`config.mk`:
```
export PLATFORM = sky130hd
export DESIGN_NAME = fixed_to_floating_point
export DESIGN_NICKNAME = d
export VERILOG_FILES = /design/src/rtl/fp_pkg.sv /design/src/rtl/fp_round_pack.sv /design/src/rtl/fixed_to_floating_point.sv
export SDC_FILE = /design/constraint.sdc
export NUM_CORES = 1
export LEC_CHECK = 0
export CELL_PAD_IN_SITES_DETAIL_PLACEMENT = 0
export CELL_PAD_IN_SITES_GLOBAL_PLACEMENT = 1
export CORE_AREA = 8 8 117 119
export DETAILED_ROUTE_END_ITERATION = 10
export DIE_AREA = 0 0 125 127
export GPL_TIMING_DRIVEN = 0
export PLACE_DENSITY_LB_ADDON = 0.08
export SYNTH_ARGS = -nofsm -noshare
export SYNTH_HDL_FRONTEND = slang
export SYNTH_SLANG_ARGS = --single-unit
```
`constraint.sdc`:
```
create_clock -name clk -period 2.76 [get_ports clk]
set_input_delay 0.414 -clock clk [delete_from_list [all_inputs] [get_ports clk]]
set_output_delay 0.414 -clock clk [all_outputs]
set_load 0.1 [all_outputs]
```
`src/rtl/fp_pkg.sv`:
```
// Shared IEEE-754 single-precision constants and the converter FSM state type.
package fp_pkg;
  localparam int FP_BIAS   = 127;
  localparam int FP_EXP_W  = 8;
  localparam int FP_FRAC_W = 23;

  // Field positions inside a packed single-precision word
  localparam int FP_SIGN_POS = 31;
  localparam int FP_EXP_MSB  = 30;
  localparam int FP_EXP_LSB  = 23;
  localparam int FP_FRAC_MSB = 22;
  localparam int FP_FRAC_LSB = 0;

  typedef enum logic [1:0] {
    IDLE = 2'd0,
    NORM = 2'd1,
    PACK = 2'd2,
    DONE = 2'd3
  } conv_state_t;
endpackage

```
`src/rtl/fp_round_pack.sv`:
```
// Combinational round-to-nearest-even and pack of a normalized mantissa into a single-precision word.
module fp_round_pack
  import fp_pkg::*;
#(
  parameter int IN_W   = 32,
  parameter int FRAC_W = 30,
  parameter int SW     = $clog2(IN_W)
) (
  input  logic [IN_W-1:0] mant,
  input  logic [SW-1:0]   shift,
  input  logic            sign,
  input  logic            zero,
  output logic [31:0]     word
);
  localparam logic [9:0] EXP_BASE = 10'(FP_BIAS + IN_W - 1 - FRAC_W);

  logic [FP_FRAC_W-1:0] frac;
  logic                 guard;
  logic                 sticky;
  logic                 round_up;
  logic [FP_FRAC_W:0]   frac_sum;
  logic [9:0]           exp_raw;
  logic [9:0]           exp_fin;
  logic                 force_zero;

  assign frac     = mant[IN_W-2 -: FP_FRAC_W];
  assign guard    = mant[IN_W-25];
  assign sticky   = |mant[IN_W-26:0];
  assign round_up = guard & (sticky | frac[0]);

  // An all-ones fraction that rounds up carries into the exponent and leaves the fraction zero
  assign frac_sum = {1'b0, frac} + {{FP_FRAC_W{1'b0}}, round_up};
  assign exp_raw  = EXP_BASE - {{(10-SW){1'b0}}, shift};
  assign exp_fin  = exp_raw + {9'd0, frac_sum[FP_FRAC_W]};

  // A missing hidden bit or an out-of-range exponent can only mean a zero operand
  assign force_zero = zero | ~mant[IN_W-1] | (|exp_fin[9:8]);

  always_comb begin
    word = '0;
    if (!force_zero) begin
      word[FP_SIGN_POS]               = sign;
      word[FP_EXP_MSB:FP_EXP_LSB]     = exp_fin[FP_EXP_W-1:0];
      word[FP_FRAC_MSB:FP_FRAC_LSB]   = frac_sum[FP_FRAC_W-1:0];
    end
  end
endmodule

```
`src/rtl/fixed_to_floating_point.sv`:
```
// Signed fixed-point to IEEE-754 single converter; normalizes one bit per cycle, then rounds and packs.
module fixed_to_floating_point
  import fp_pkg::*;
#(
  parameter int IN_W   = 32,
  parameter int FRAC_W = 30
) (
  input  logic            clk,
  input  logic            rst,
  input  logic            in_valid,
  output logic            in_ready,
  input  logic [IN_W-1:0] in_data,
  output logic            out_valid,
  input  logic            out_ready,
  output logic [31:0]     out_data
);
  localparam int SW = $clog2(IN_W);

  conv_state_t     state, next_state;
  logic [IN_W-1:0] mag;
  logic [SW-1:0]   s;
  logic            sign;
  logic            zero;
  logic [31:0]     packed_word;

  always_ff @(posedge clk or posedge rst) begin
    if (rst) state <= IDLE;
    else     state <= next_state;
  end

  always_comb begin
    next_state = state;
    case (state)
      IDLE: if (in_valid) next_state = NORM;
      NORM: if (mag == '0 || mag[IN_W-1]) next_state = PACK;
      PACK: next_state = DONE;
      DONE: if (out_ready) next_state = IDLE;
      default: next_state = IDLE;
    endcase
  end

  assign in_ready = (state == IDLE);

  always_ff @(posedge clk or posedge rst) begin
    if (rst) begin
      mag       <= '0;
      s         <= '0;
      sign      <= 1'b0;
      zero      <= 1'b0;
      out_data  <= '0;
      out_valid <= 1'b0;
    end else begin
      case (state)
        IDLE: if (in_valid) begin
          // The most-negative operand negates to 2^(IN_W-1), still representable unsigned
          sign <= in_data[IN_W-1];
          mag  <= in_data[IN_W-1] ? (~in_data + 1'b1) : in_data;
          s    <= '0;
          zero <= 1'b0;
        end
        NORM: begin
          if (mag == '0) begin
            zero <= 1'b1;
          end else if (!mag[IN_W-1]) begin
            mag <= mag << 1;
            s   <= s + SW'(1);
          end
        end
        PACK: begin
          out_data  <= packed_word;
          out_valid <= 1'b1;
        end
        DONE: if (out_ready) out_valid <= 1'b0;
        default: ;
      endcase
    end
  end

  // Zero is detected in the final NORM cycle, so the packer sees the live condition too
  fp_round_pack #(
    .IN_W   (IN_W),
    .FRAC_W (FRAC_W),
    .SW     (SW)
  ) u_round_pack (
    .mant  (mag),
    .shift (s),
    .sign  (sign),
    .zero  (zero | (mag == '0)),
    .word  (packed_word)
  );
endmodule
```
==> flow_summary.yaml, run 1 <==
yosys:
  ys_seq_area_frac: 0.385
  yosys_warnings: 0
  yosys.area.top_type_share: 0.385
  synth_area_um2: 4810
  synthFlopType: "dfrtp_1"
  synth-async-reset-ratio: 1.00
  syn_inst: 547
  synth_cell_types: 54
  syn_nets: 593
  synth_edf_count: 0
  ys_ff_latch: 74
  ys_top_cells_by_area: "dfrtp_1, xor2_1, o22ai_1"
  yosysTopAreaCell: "dfrtp_1"
  synth.avg_cell_area_um2: 8.80
worst_setup_path:
  arrival_ns: 2.86
  crit_top_cell: "or4b_4"
  path_cells: "clkdlybuf4s50_1 > or4b_4 > buf_6 > or4b_4 > o41ai_4 > mux2i_1 > a2bb2oi_2"
  critPathTopFamily: "simple AND/OR/NAND/NOR gates"
  reg2reg_from: "mag[10]"
  worst-path-max-fanout: 7
  crit_slowest_cell: "or4b_4"
  startpoint: "in_data[3]"
  required_ns: 2.96
  max_stage_delay_ns: 0.59
  end_kind: "flop"
  rrSetupSlack_ns: 0.22
  crit_path_start_kind: "input pin"
  crit_buf_inv: 2
  crit_type: "input pin to flop"
clock_tree:
  h-tree-depth: 3
  clk_latency_ns: 0.33
  clockRootBuffer: "clkbuf_16"
  cts_tree: "built"
  cts_buffer_depth: 2
  cts_inserted_buffers: 9
  clk_pin_slew_ns: 0.05
  cts_hold_buf: 0
  clock-sinks: 74
global_routing:
  grt_max_degree: 60
  grt_first_pass_wirelength_um: 22100
  grt_use_total: 0.171
  grt-ovfl-total: 0
  grt_pass1_vias: 4179
  antenna_found_initial: 0
timing:
  fmax_ghz: 0.376
  min_period_ns: 2.66
  rsz0062_at_grt: "no"
  final_hold_viol_count: 0
  setup_viol: 0
  timing.final.crit_share: 0.964
  tightestPinTransition_ns: 0.978
  final-max-slew-violation-count: 0
  finalClockSkew_ns: 0.00838
  relSlewSlack: 0.346
  holdWs_ns: 0.377
route:
  drt_iter0_markers: 320
  post_drt_wl_per_cell_um: 17.2
  vias_per_cell: 5.46
  top_layer: "met4"
  via_count: 4258
  wl_met2_um: 6040
  met3WireLength_um: 664
  drc_errors: 0
  drt-met1-wl_um: 6670
  routed_wl_um: 13400
  antenna_left: 0
  drtPass1Iterations: 4
floorplanning:
  die_w_um: 125
  core-area_um2: 11800
  dieArea_um2: 15900
  start_util: 0.408
  io_pins: 70
  die_y_um: 127
  placementRows: 40
layout:
  layout_commonest_cell: "dfrtp_1"
  final_cell_mix: "dfrtp_1, clkdlybuf4s50_1, inv_1, o21ai_0, nand2_1"
  nets: 677
  nFillCells: 1167
  area_growth_pct: 26.1
  design_area_um2: 6070
  final_layout_size_suffix_gt1_frac: 0.0932
  diodes: 0
  fin_cells: 780
place:
  dp_hpwl_um: 10100
  place_inst: 763
  portBuffers: 68
  gp_congestion: 0.822
  placed_area_um2: 5720
power_and_ir_drop:
  p_leak_nw: 2.43
  power_density_nw_per_um2: 1200
  total_power_mw: 7.31
  vdd_ir_drop_max_v: 0.000384
min_path:
  hold_path.class: "input pin to async pin"
flow_run:
  cap_violations: 0
outcome:
  status: "finished clean"
per-stage QoR:
step	setup TNS, ns	utilization	worst slack, ns
floorplan	0	-	0.155
CTS	0	0.508	0.00554
global placement	-73.22	0.482	-0.882
detailed placement	-9.16	0.484	-0.529
finish	0	0.514	0.0996
global route	0	0.514	0.0117
Yosys cell counts, drive strengths merged, types with 10 or more instances:
cell,count
nor2,22
nor4,12
inv,48
mux2,14
a22oi,11
nor3,12
o22ai,33
o21ai,44
xnor2,18
nand4,13
ha,10
nor2b,10
clkbuf,33
nand2,34
xor2,33
dfrtp,74
o31ai,13
nand3,14
power breakdown:
| part | total (mW) | internal, mW | switching, mW |
|---|---|---|---|
| combinational | 4.29 | 1.39 | 2.90 |
| clock | 1.06 | 0.643 | 0.420 |
| sequential | 1.95 | 1.53 | 0.418 |
| total | 7.31 | 3.57 | 3.74 |
worst reg2reg max path: cells and delay by family (launching register included):
kind	cells	cell delay, ns
buffers and inverters	2	0.45
and+or+nand+nor	4	1.23
muxes	1	0.30
DFF	1	0.46
flip-flops by register name, summed over array words and instances, names as in the netlist:
name	cells
mag	32
out_data	32
s	5
state	2
out_valid	1
sign	1
zero	1
worst paths after layout:
path / cells after the start / to
max: 7 / mag[28]
min: 2 / out_data[3]
max reg2reg: 7 / mag[1]
min reg2reg: 2 / out_data[13]
max in group asynchronous: 3 / mag[15]
min in group clk: 2 / out_data[13]
cells by family after synthesis:
family,share of synthesized area
simple gates,0.171
buf+inv,0.0730
flops,0.385
fa+ha+maj,0.0281
compound gates,0.209
mux,0.0411
xor+xnor,0.0928
timing repair:
action                     in CTS  in global routing
pin swaps                       0                  2
buffers inserted                0                  5
cloned                          0                  0
gates resized for setup        10                 20
setup endpoints to repair      23                 22
final cells by class:
cell class	count	area, µm²	area share
Inverter	48	183	0.0301
Multi-Input combinational cell	383	2670	0.439
Tap cell	147	184	0.0303
Timing Repair Buffer	74	748	0.123
Clock buffer	13	260	0.0429
Buffer	41	176	0.0291
Sequential cell	74	1850	0.305
routing by layer:
metal,global-route usage,vias up
met3,0.0379,2
met5,0,-
met1,0.238,2023
met4,0.0516,0
met2,0.259,81
li1,-,2152
Note: power is estimated with default switching activity, not from simulation.
==> inputs of run 2 (changes only) <==
--- a/config.mk
+++ b/config.mk
@@ -7,9 +7,10 @@
 export LEC_CHECK = 0
 export CELL_PAD_IN_SITES_DETAIL_PLACEMENT = 0
 export CELL_PAD_IN_SITES_GLOBAL_PLACEMENT = 1
-export CORE_AREA = 8 8 117 119
+export CORE_AREA = 8 8 94 138
 export DETAILED_ROUTE_END_ITERATION = 10
-export DIE_AREA = 0 0 125 127
+export DIE_AREA = 0 0 102 146
+export DONT_BUFFER_PORTS = 1
 export GPL_TIMING_DRIVEN = 0
 export PLACE_DENSITY_LB_ADDON = 0.08
 export SYNTH_ARGS = -nofsm -noshare
==> run 2 against run 1 <==
Sequential power increased by 68%. Maximum frequency increased by 0.91%. Sequential cell count unchanged. Hold slack got worse by 0.19 ns. Via count decreased by 3.5%. Non-clock buffer count decreased by 69. Die area decreased by 6.2%. Sequential share of layout area increased by 3.9 points. Combinational power decreased by 39%. Cell area decreased by 11%. Largest cell class unchanged.
==> flow_summary.yaml, run 2 (synthesis results as in run 1) <==
outcome:
  status: "finished clean"
timing:
  fmax_ghz: 0.379
  tightestPinTransition_ns: 0.927
  relSlewSlack: 0.382
  fin_tns_setup_ns: 0
  timing.final.crit_share: 0.955
  setup_viol: 0
  rsz0062_at_grt: "yes"
  final-max-slew-violation-count: 0
  finalClockSkew_ns: 0.00369
  min_period_ns: 2.64
  fin_ws_ns: 0.124
  final_hold_viol_count: 0
clock_tree:
  h-tree-depth: 3
  cts_inserted_buffers: 9
  clock-sinks: 74
  clockRootBuffer: "clkbuf_16"
  clk_pin_slew_ns: 0.06
  clk_latency_ns: 0.34
  cts_buffer_depth: 2
  cts_tree: "built"
place:
  gp_congestion: 0.887
  portBuffers: 0
  dp_hpwl_um: 10600
  pre_cts_slack_ns: -0.483
route:
  antenna_left: 0
  drtPass1Iterations: 5
  drt_iter0_markers: 252
  post_drt_wl_per_cell_um: 19.6
  via_count: 4108
  drc_errors: 0
  routed_wl_um: 14000
  vias_per_cell: 5.75
floorplanning:
  die_y_um: 146
  placementRows: 47
  start_util: 0.440
  io_pins: 70
  core-area_um2: 10900
  dieArea_um2: 14900
  die_w_um: 102
worst_setup_path:
  end_kind: "flop"
  crit_type: "flop to flop"
  required_ns: 2.98
  worst-path-max-fanout: 10
  max_stage_delay_ns: 0.65
  arrival_ns: 2.86
  crit_path_start_kind: "flop"
  path_cells: "nor4_1 > nand3_1 > nor4_4 > nor2_4 > buf_4 > mux2_2"
  crit_slowest_cell: "nor4_4"
layout:
  final_cell_mix: "dfrtp_1, inv_1, o21ai_0, nand2_1"
  layout_commonest_cell: "dfrtp_1"
  final_layout_size_suffix_gt1_frac: 0.104
  area_growth_pct: 12.0
  nFillCells: 1110
  diodes: 0
  top_regs: "mag (32), out_data (32), s (5)"
  final_core_util: 0.493
  nets: 608
global_routing:
  grt_pass1_vias: 4142
  grt_first_pass_wirelength_um: 22600
  grt-ovfl-total: 0
  grt_use_total: 0.194
  antenna_found_initial: 0
  grt_max_degree: 58
power_and_ir_drop:
  vdd_ir_drop_max_v: 0.000487
  power_density_nw_per_um2: 1290
  p_leak_nw: 2.14
flow_run:
  cap_violations: 0
min_path:
  hold_path.class: "input pin to flop"
[run 2: cell types whose count changed in the layout (fill, tap and decap cells not counted), moves of 3 or more]
cell | previous run | this run
clkinv_2 | 0 | 3
clkdlybuf4s50_1 | 61 | 0
dlygate4sd2_1 | 4 | 0
dlymetal6s2s_1 | 3 | 0
[run 2: area by class of cell]
cell class                      count  area (µm²)  area share
Buffer                             41         179      0.0332
Clock inverter                      3        15.0     0.00278
Clock buffer                       13         250      0.0464
Multi-Input combinational cell    383        2670       0.494
Timing Repair Buffer                5        60.1      0.0111
Tap cell                          147         184      0.0341
Sequential cell                    74        1860       0.344
Inverter                           48         183      0.0339
[run 2: worst max-delay path, delay by kind of cell (launching register included)]
family | cells | cell delay [ns]
and+or+nand+nor | 4 | 1.54
DFF | 1 | 0.46
muxes | 1 | 0.29
buffers and inverters | 1 | 0.24
[run 2: where the power goes]
group / internal [mW] / total, mW / switching (mW)
clock: 0.630 / 1.08 / 0.450
sequential: 1.50 / 3.28 / 1.78
combinational: 1.09 / 2.61 / 1.51
total: 3.23 / 6.97 / 3.74
[run 2: stage by stage]
| step | hold slack [ns] | total power [mW] | instances | instance area [µm²] |
|---|---|---|---|---|
| after floorplan | 0.479 | 5.13 | 547 | 4830 |
| after global placement | 0.496 | 5.77 | 694 | 5010 |
| after detailed placement | 0.247 | 5.85 | 695 | 5040 |
| after CTS | 0.183 | 6.97 | 711 | 5340 |
| after global routing | 0.190 | 7.42 | 714 | 5390 |
| final | 0.190 | 6.97 | 714 | 5390 |
[run 2: worst paths after layout]
path                          endpoint       from  slack (ns)  cells past startpoint
setup / recovery                mag[2]     mag[9]        0.12                      6
hold / removal               out_valid  out_ready        0.19                      1
setup reg to reg                mag[2]     mag[9]        0.12                      6
max in group asynchronous       mag[7]        rst        1.68                      3
min in group asynchronous  out_data[5]        rst        0.50                      2
hold reg to reg                   zero       zero        0.53                      2
[run 2: timing repair]
action,4_1_cts,5_1_grt
buffers inserted,0,3
pin swaps,1,4
hold buffers,1,0
endpoints found under the setup margin,22,10
gates resized for setup,8,14
hold endpoints to repair,17,0
[run 2: per-layer routing]
metal | wire length [µm] | global-route usage | vias up
met5 | 0 | 0 | -
met4 | 356 | 0.0745 | 0
met3 | 900 | 0.0441 | 25
met2 | 7160 | 0.331 | 127
met1 | 5600 | 0.225 | 1957
li1 | - | - | 1999
==> inputs of run 3 (changes only) <==
--- a/config.mk
+++ b/config.mk
@@ -5,14 +5,16 @@
 export SDC_FILE = /design/constraint.sdc
 export NUM_CORES = 1
 export LEC_CHECK = 0
+export ABC_AREA = 1
 export CELL_PAD_IN_SITES_DETAIL_PLACEMENT = 0
 export CELL_PAD_IN_SITES_GLOBAL_PLACEMENT = 1
-export CORE_AREA = 8 8 94 138
+export CORE_AREA = 5 5 96 143
 export DETAILED_ROUTE_END_ITERATION = 10
-export DIE_AREA = 0 0 102 146
+export DIE_AREA = 0 0 101 148
 export DONT_BUFFER_PORTS = 1
 export GPL_TIMING_DRIVEN = 0
 export PLACE_DENSITY_LB_ADDON = 0.08
 export SYNTH_ARGS = -nofsm -noshare
 export SYNTH_HDL_FRONTEND = slang
+export SYNTH_HIERARCHICAL = 1
 export SYNTH_SLANG_ARGS = --single-unit
==> run 3 against run 2 <==
Routed wire length up 14%. Global-route usage up 2.7 points. Hold slack worse by 0.0078 ns. Clock skew up 0.0084 ns. Highest routed layer unchanged. Synthesized cell count up 62%. Cell area up 10%. Sequential cell count unchanged. Critical path type unchanged. Core utilization down 0.97 points. Die area up 0.38%. Non-clock buffer count down 17. Cell count up 48%.
==> flow_summary.yaml, run 3 <==
floorplanning:
  io_pins: 70
  start_util: 0.439
  die_y_um: 148
  core-area_um2: 12300
  die_w_um: 101
  placementRows: 50
  dieArea_um2: 14900
worst_setup_path:
  required_ns: 3.03
  max_stage_delay_ns: 0.53
  end_kind: "flop"
  crit_top_cell: "nand2_1"
  crit_path_start_kind: "flop"
  critPathTopFamily: "simple AND/OR/NAND/NOR gates"
  crit_type: "flop to flop"
  worst-path-max-fanout: 10
  path_cells: "nor2_1 > nand2_1 > nor2_1 > nand2_1 > nor2_4 > or2_2 > nor2_2 > inv_1 > clkbuf_1 > a21oi_1 > nand2_1 > nand2_1"
  crit_slowest_cell: "dfrtp_1"
  arrival_ns: 2.71
  reg2reg_from: "mag[23]"
  startpoint: "mag[23]"
  crit_buf_inv: 2
power_and_ir_drop:
  p_int_mw: 3.18
  vdd_ir_drop_max_v: 0.000481
  clock_power_share: 0.158
  power_density_nw_per_um2: 1250
  p_leak_nw: 3.08
  power_frac_seq: 0.460
  combPwrFrac: 0.383
  switching_share: 0.574
  switching_power_mw: 4.29
global_routing:
  grt-ovfl-total: 0
  grt_first_pass_wirelength_um: 26200
  grt_max_degree: 45
  grt_use_total: 0.221
  antenna_found_initial: 0
  grt_pass1_vias: 5339
min_path:
  hold_path.class: "input pin to flop"
  min-delay-start: "in_valid"
yosys:
  ys_ff_latch: 74
  yosys_warnings: 6
  yosysMostFrequentCell: "nand2_1"
  ys_top_cells_by_count: "nand2_1, nor2_1, inv_1"
  syn_nets: 930
  synth_cell_types: 34
  yosysTopAreaCell: "dfrtp_1"
  yosys.area.top_type_share: 0.342
  synth.avg_cell_area_um2: 6.12
  synth-async-reset-ratio: 1.00
  ys_seq_area_frac: 0.342
  syn_inst: 884
  synthFlopType: "dfrtp_1"
  synth_area_um2: 5410
  synth_edf_count: 0
  ys_top_cells_by_area: "dfrtp_1, nand2_1, nor2_1"
layout:
  layout_commonest_cell: "nand2_1"
  design_area_um2: 5960
  area_growth_pct: 10.1
  final_layout_size_suffix_gt1_frac: 0.0632
  diodes: 0
  final_cell_mix: "nand2_1, nor2_1, inv_1, dfrtp_1, nand3_1"
  nets: 943
  top_regs: "mag (32), out_data (32), s (5)"
  final_core_util: 0.483
place:
  placed_area_um2: 5640
  portBuffers: 0
  gp_congestion: 0.871
  dp_hpwl_um: 12800
timing:
  min_period_ns: 2.43
  timing.final.crit_share: 0.882
  fmax_ghz: 0.411
  relSlewSlack: 0.386
  rsz0062_at_grt: "no"
  final-max-slew-violation-count: 0
  setup_viol: 0
  finalClockSkew_ns: 0.0121
  tightestPinTransition_ns: 0.920
  final_hold_viol_count: 0
outcome:
  status: "finished clean"
route:
  routed_wl_um: 15900
  vias_per_cell: 4.99
  drt_iter0_markers: 283
  via_count: 5278
  antenna_left: 0
  drtPass1Iterations: 5
  post_drt_wl_per_cell_um: 15.0
  drc_errors: 0
clock_tree:
  clock-sinks: 74
  clk_pin_slew_ns: 0.06
  h-tree-depth: 3
  cts_tree: "built"
  cts_buffer_depth: 2
  clk_latency_ns: 0.34
  clockRootBuffer: "clkbuf_16"
  cts_inserted_buffers: 9
flow_run:
  cap_violations: 0
## run 3: power groups by stage
stage	Clock [mW]	Sequential, mW	Combinational (mW)
finish	1.18	3.43	2.85
global route	1.25	3.51	3.28
CTS	1.20	3.44	2.88
detailed placement	0	3.46	2.86
global placement	0	3.44	2.80
floorplan	0	3.26	2.22
## run 3: worst paths after layout
| check | end | cells after the start | slack (ns) |
|---|---|---|---|
| worst max-delay path | out_data[30] | 12 | 0.33 |
| worst min-delay path | sign | 1 | 0.18 |
| worst max register to register | out_data[30] | 12 | 0.33 |
| worst min register to register | zero | 2 | 0.49 |
| max in group asynchronous | mag[22] | 3 | 1.64 |
| min in group asynchronous | out_data[29] | 2 | 0.56 |
## run 3: logic make-up (layout without fill, tap and decap cells)
group | count (synthesis) | after routing | share of synthesized area
AOI/OAI and AO/OA | 85 | 85 | 0.0830
xor gates and xnor gates | 10 | 10 | 0.0162
adders and majority gates | 10 | 10 | 0.0231
buffers and inverters | 114 | 132 | 0.0874
DFF | 74 | 74 | 0.342
and+or+nand+nor | 591 | 591 | 0.448
## run 3: timing repair
| action | in CTS | in global routing |
|---|---|---|
| resized for setup | 0 | 2 |
| setup endpoints to repair | 0 | 37 |
| endpoints found under the hold margin | 30 | 0 |
| buffers inserted | 0 | 0 |
| hold buffers | 1 | 0 |
## run 3: routing by layer
layer / vias to the layer above / wire (µm) / track usage
met5: - / 0 / 0
met4: 0 / 470 / 0.0872
met3: 20 / 745 / 0.0420
met2: 130 / 8250 / 0.403
met1: 2350 / 6460 / 0.249
li1: 2778 / - / -
## run 3: final cells by class
| class | count | area [µm²] |
|---|---|---|
| plain buffers | 27 | 144 |
| clock buffers | 9 | 225 |
| well taps | 156 | 195 |
| fillers | 1320 | 6370 |
| clock inverters | 7 | 78.8 |
| repair buffers | 2 | 37.5 |
| multi-input cells | 696 | 3090 |
| flip-flops and latches | 74 | 1850 |
| inverters | 87 | 332 |
## run 3: per-stage QoR
step / instances / setup TNS, ns / worst slack, ns / hold slack [ns] / total power, mW
floorplan: 884 / 0 / 0.429 / 0.446 / 5.48
global placement: 1040 / -21.35 / -0.296 / 0.462 / 6.24
detailed placement: 1041 / 0 / 0.0950 / 0.306 / 6.32
CTS: 1058 / 0 / 0.0728 / 0.172 / 7.52
global route: 1058 / 0 / 0.0611 / 0.169 / 8.04
finish: 1058 / 0 / 0.325 / 0.182 / 7.46
